File: config.mk
export PLATFORM = sky130hd
export DESIGN_NAME = clk_div_prog
export DESIGN_NICKNAME = d
export VERILOG_FILES = /design/src/rtl/clk_div_prog.sv
export SDC_FILE = /design/constraint.sdc
export NUM_CORES = 1
export LEC_CHECK = 0
export CORE_MARGIN = 2
export CORE_UTILIZATION = 35
export CTS_BUF_LIST = sky130_fd_sc_hd__clkbuf_4 sky130_fd_sc_hd__clkbuf_8 sky130_fd_sc_hd__clkbuf_16
export DETAILED_ROUTE_END_ITERATION = 7
export GPL_TIMING_DRIVEN = 0
export PLACE_DENSITY = 0.47
export SKIP_CTS_REPAIR_TIMING = 1
export SYNTH_ARGS = -nofsm -noshare
export SYNTH_HDL_FRONTEND = slang
export SYNTH_SLANG_ARGS = --single-unit
File: constraint.sdc
create_clock -name clk -period 7.6 [get_ports clk]
set_input_delay 0.76 -clock clk [delete_from_list [all_inputs] [get_ports clk]]
set_output_delay 0.76 -clock clk [all_outputs]
set_load 0.005 [all_outputs]
File: src/rtl/clk_div_prog.sv
// Runtime-programmable clock divider / tick generator with a shadowed divisor
// that is committed only at period boundaries, restart or reset.
module clk_div_prog #(
    parameter int CNT_W       = 16,
    parameter int DIV_DEFAULT = 50
) (
    input  logic             clk,
    input  logic             rst_n,
    input  logic             enable,
    input  logic             restart,
    input  logic             mode,
    input  logic [CNT_W-1:0] div_in,
    input  logic             div_load,
    output logic             clk_out,
    output logic             tick,
    output logic             div_pending
);

    if (DIV_DEFAULT < 2 || longint'(DIV_DEFAULT) > ((longint'(1) << CNT_W) - 1)) begin : g_bad_default
        $error("clk_div_prog: DIV_DEFAULT out of range 2..2^CNT_W-1");
    end

    localparam logic [CNT_W-1:0] DIV_RST = CNT_W'(DIV_DEFAULT);
    localparam logic [CNT_W-1:0] DIV_MIN = CNT_W'(2);
    localparam logic [CNT_W-1:0] ONE     = CNT_W'(1);

    logic [CNT_W-1:0] cnt_q, cnt_d;
    logic [CNT_W-1:0] div_act_q, div_act_d;
    logic [CNT_W-1:0] div_shd_q, div_shd_d;
    logic [CNT_W-1:0] div_clamped, half_d, last_d;
    logic             pend_q, pend_d;
    logic             clk_out_q, clk_out_d;
    logic             tick_q, tick_d;
    logic             wrap, boundary;

    always_comb begin
        // NOTE: every combinational output gets a default first so no path can infer a latch.
        cnt_d     = cnt_q;
        div_act_d = div_act_q;
        div_shd_d = div_shd_q;
        pend_d    = pend_q;

        div_clamped = (div_in < DIV_MIN) ? DIV_MIN : div_in;
        wrap        = (cnt_q == div_act_q - ONE);
        boundary    = restart || (enable && wrap);

        if (boundary) begin
            // A load coinciding with a boundary bypasses the shadow entirely.
            cnt_d = '0;
            if (div_load) begin
                div_act_d = div_clamped;
                div_shd_d = div_clamped;
                pend_d    = 1'b0;
            end else if (pend_q) begin
                div_act_d = div_shd_q;
                pend_d    = 1'b0;
            end
        end else begin
            if (enable) begin
                cnt_d = cnt_q + ONE;
            end
            if (div_load) begin
                div_shd_d = div_clamped;
                pend_d    = 1'b1;
            end
        end

        // H = ceil(D/2) without the overflow that D+1 could cause.
        half_d = (div_act_d >> 1) + {{(CNT_W-1){1'b0}}, div_act_d[0]};
        last_d = div_act_d - ONE;
        tick_d = enable && !restart && (cnt_d == last_d);

        if (restart) begin
            clk_out_d = 1'b0;
        end else if (!enable) begin
            clk_out_d = clk_out_q;
        end else if (mode) begin
            clk_out_d = tick_d;
        end else begin
            clk_out_d = (cnt_d >= div_act_d - half_d);
        end
    end

    // NOTE: state registers use non-blocking assignments so all flops update from the same pre-edge values.
    always_ff @(posedge clk) begin
        if (!rst_n) begin
            cnt_q     <= '0;
            div_act_q <= DIV_RST;
            div_shd_q <= DIV_RST;
            pend_q    <= 1'b0;
            clk_out_q <= 1'b0;
            tick_q    <= 1'b0;
        end else begin
            cnt_q     <= cnt_d;
            div_act_q <= div_act_d;
            div_shd_q <= div_shd_d;
            pend_q    <= pend_d;
            clk_out_q <= clk_out_d;
            tick_q    <= tick_d;
        end
    end

    assign clk_out     = clk_out_q;
    assign tick        = tick_q;
    assign div_pending = pend_q;

endmodule

==> metrics.yaml <==
internal_power_uw: 599
route.detailed.wl_per_inst_microns: 19.8
fmax_mhz: 140
final_nets: 852
grt_pass1_wl_microns: 30300
design_power_total_mw: 1.00
final_util_pct: 39.9
path_max_fanout: 19
worstSetupStartpoint: "div_act_q[0]"
cp_common_cell: "o21a_1"
fillerInstances: 1647
wirelength_microns: 19500
vias_in_the_first_global_route: 5376
numClockSinks: 51
synth_warnings: 0
avgViaCountPerCell: 5.67
timing.reg2reg.setup_slack_ns: 0.45
drtPass1Iterations: 4
core_area_sq_mm: 0.0157
worst_path_max_delay_cell: "or4_4"
transition_time_at_the_pin_with_the_least_slew_margin_ns: 1.02
syn_inst: 738
initial_utilization_pct: 35.4
hold_path_class: "register to register"
mappedNetlistArea_sq_mm: 0.00556
drt_drc_violations_left: 0
port_buffers: 22
antenna_cells_inserted: 0
globalRoute.totalOverflow: 0
share_comb_of_total_power_pct: 47.3
clock_latency_ns: 0.30
ys_ff_latch: 51
final.hold.worst_slack_ns: 0.472
p_leak_nw: 2.55
cp-start-kind: "register"
num_rows: 46
cts.htree.levels: 2
netSwitchingFraction_pct: 40.2
vias: 5582
synth_edf_count: 0
die_area_sq_mm: 0.0169
design.portCount: 25
cts_buffer_depth: 2
clkTransAtPathRegs_ns: 0.07
maxSlewHeadroom_pct: 31.5
ys_seq_area_share_pct: 18.4
postRouteAntennaNets: 0
power_frac_seq_pct: 28.9
share_of_synthesized_flip_flops_with_an_asynchronous_set_or_reset_pct: 0
tritoncts: "built"
final_min_period_over_clock_period_pct: 94.1
place.detailed.hpwl_microns: 15700
power.clock.fraction_pct: 23.7
result_of_the_run: "finished, final reports clean"
regToRegStartpoint: "div_act_q[0]"
placement.setup.worst_slack_ns: -0.704
synth_fp_nets: 823
gpl.final_weighted_congestion: 0.951
clock-skew-final_ns: 0.00673
final.setup.worst_slack_ns: 0.446
cp_slowest_stage_delay_ns: 0.54
layout.cells.most_common_list: "nor2_1, nand2_1, ha_1"
postSynthAreaPerCell_sq_um: 7.53
post_synth_num_cell_types: 79
area_delta_synth_final_pct: 12.9
finalHoldViolCount: 0
net-switching-power_uw: 402
die_h_microns: 130
detail_route.iter0.violations: 344
worst_ep_required_time_ns: 7.84
pin_count_of_the_biggest_net_entering_global_routing: 16
synthFlopType: "dfxtp_1"
numCtsBuffers: 5
totalNegativeSetupSlack_ns: 0
cp-end-kind: "register"
die_width_microns: 130
final_layout_size_suffix_gt1_share_pct: 6.64
drv_cap: 0
cts_root_buf: "clkbuf_16"
grt_util_all_layers_pct: 23.7
layout_commonest_cell: "nor2_1"
finalSetupViolCount: 0
worst_ep_arrival_time_ns: 7.39
hold_path_startpoint: "div_shd_q[1]"
min_period_ns: 7.15
number_of_antenna_violations_at_the_first_check_in_global_routing: 0
setup_crit_path_kind: "register to register"
p_per_area_mw_per_mm2: 159
rsz0062_at_grt: "false"
largest_voltage_drop_on_the_vdd_net_mv: 0.102
slew_violations: 0
==> metal layers <==
metal | share of wire [%] | vias to the layer above | GRT usage (%)
met5 | 0 | - | 0
met2 | 47 | 165 | 39.9
met1 | 45 | 2676 | 31.4
met4 | 3.4 | 0 | 9.49
met3 | 4.0 | 35 | 1.76
li1 | - | 2706 | -
==> power by group through the flow <==
stage | sequential, mW | combinational [mW] | clock, mW
floorplan | 0.291 | 0.339 | 0
global placement | 0.295 | 0.452 | 0
detailed placement | 0.295 | 0.461 | 0
CTS | 0.289 | 0.463 | 0.238
global route | 0.291 | 0.529 | 0.245
finish | 0.290 | 0.474 | 0.237
==> flip-flops by register name, indices dropped and copies added (netlist names) <==
| register | flops |
|---|---|
| div_shd_q | 16 |
| div_pending | 1 |
| clk_out | 1 |
| cnt_q | 16 |
| div_act_q | 16 |
| tick | 1 |
==> final timing paths <==
check | endpoint | cells after the start
max | clk_out | 35
min | div_shd_q[1] | 1
max reg2reg | clk_out | 35
min reg2reg | div_shd_q[1] | 1
==> critical path: cells and delay by family, from the launching register on <==
kind,cells,cell delay (ns)
compound gates,18,3.05
fa+ha+maj,4,1.02
simple gates,6,1.49
flops,1,0.38
buf+inv,7,1.13
==> cell type report <==
| class | count | area, sq um | share of cell area [%] |
|---|---|---|---|
| Multi-Input combinational cell | 597 | 4240 | 67.5 |
| Buffer | 39 | 185 | 2.95 |
| Sequential cell | 51 | 1020 | 16.3 |
| Tap cell | 216 | 270 | 4.31 |
| Clock inverter | 2 | 12.5 | 0.199 |
| Inverter | 50 | 188 | 2.99 |
| Timing Repair Buffer | 23 | 228 | 3.63 |
| Clock buffer | 6 | 133 | 2.11 |
==> metrics by stage <==
| stage | cells | area (sq um) |
|---|---|---|
| global route | 984 | 6280 |
| finish | 984 | 6280 |
| global placement | 976 | 6050 |
| detailed placement | 976 | 6050 |
| CTS | 984 | 6190 |
| floorplan | 738 | 5560 |
==> Yosys cell counts, types with 3 or more instances <==
library cell	count	area, sq um
nor2_1	74	278
nand2_1	66	248
ha_1	63	788
dfxtp_1	51	1020
inv_1	47	176
a21oi_1	32	160
xnor2_1	32	280
clkbuf_1	30	113
nand3_1	30	150
xor2_1	30	263
o21ai_0	26	130
a211oi_1	14	105
mux2i_1	14	140
nor3_1	14	70.1
and3_1	13	81.3
nand2b_1	12	75.1
nand4_1	10	62.6
nor2b_1	10	62.6
nor4_1	10	62.6
o21a_1	10	75.1
a21o_1	9	67.6
a31oi_1	9	56.3
a211o_1	7	61.3
o211ai_1	7	52.6
and2_1	6	37.5
o211a_1	6	60.1
or3_1	6	37.5
a41oi_1	5	43.8
nand4b_1	5	43.8
o22ai_1	4	25.0
o31ai_1	4	30.0
a32o_1	3	30.0
a32oi_1	3	26.3
buf_2	3	15.0
buf_4	3	22.5
nand3b_1	3	22.5
nor4b_1	3	26.3
o2111ai_1	3	26.3
o41ai_1	3	26.3
or2_2	3	18.8
or4_1	3	22.5
==> cell families (layout without fill, tap and decap cells) <==
family	Yosys count	count (layout)	share of synthesized area (%)
adders and majority gates	63	63	14.2
buffers and inverters	90	120	6.62
DFF	51	51	18.4
AOI/OAI and AO/OA	174	174	22.2
muxes	16	16	2.93
and+or+nand+nor	282	282	25.9
xor gates and xnor gates	62	62	9.77
No activity file was read; power rests on OpenSTA's default activity.
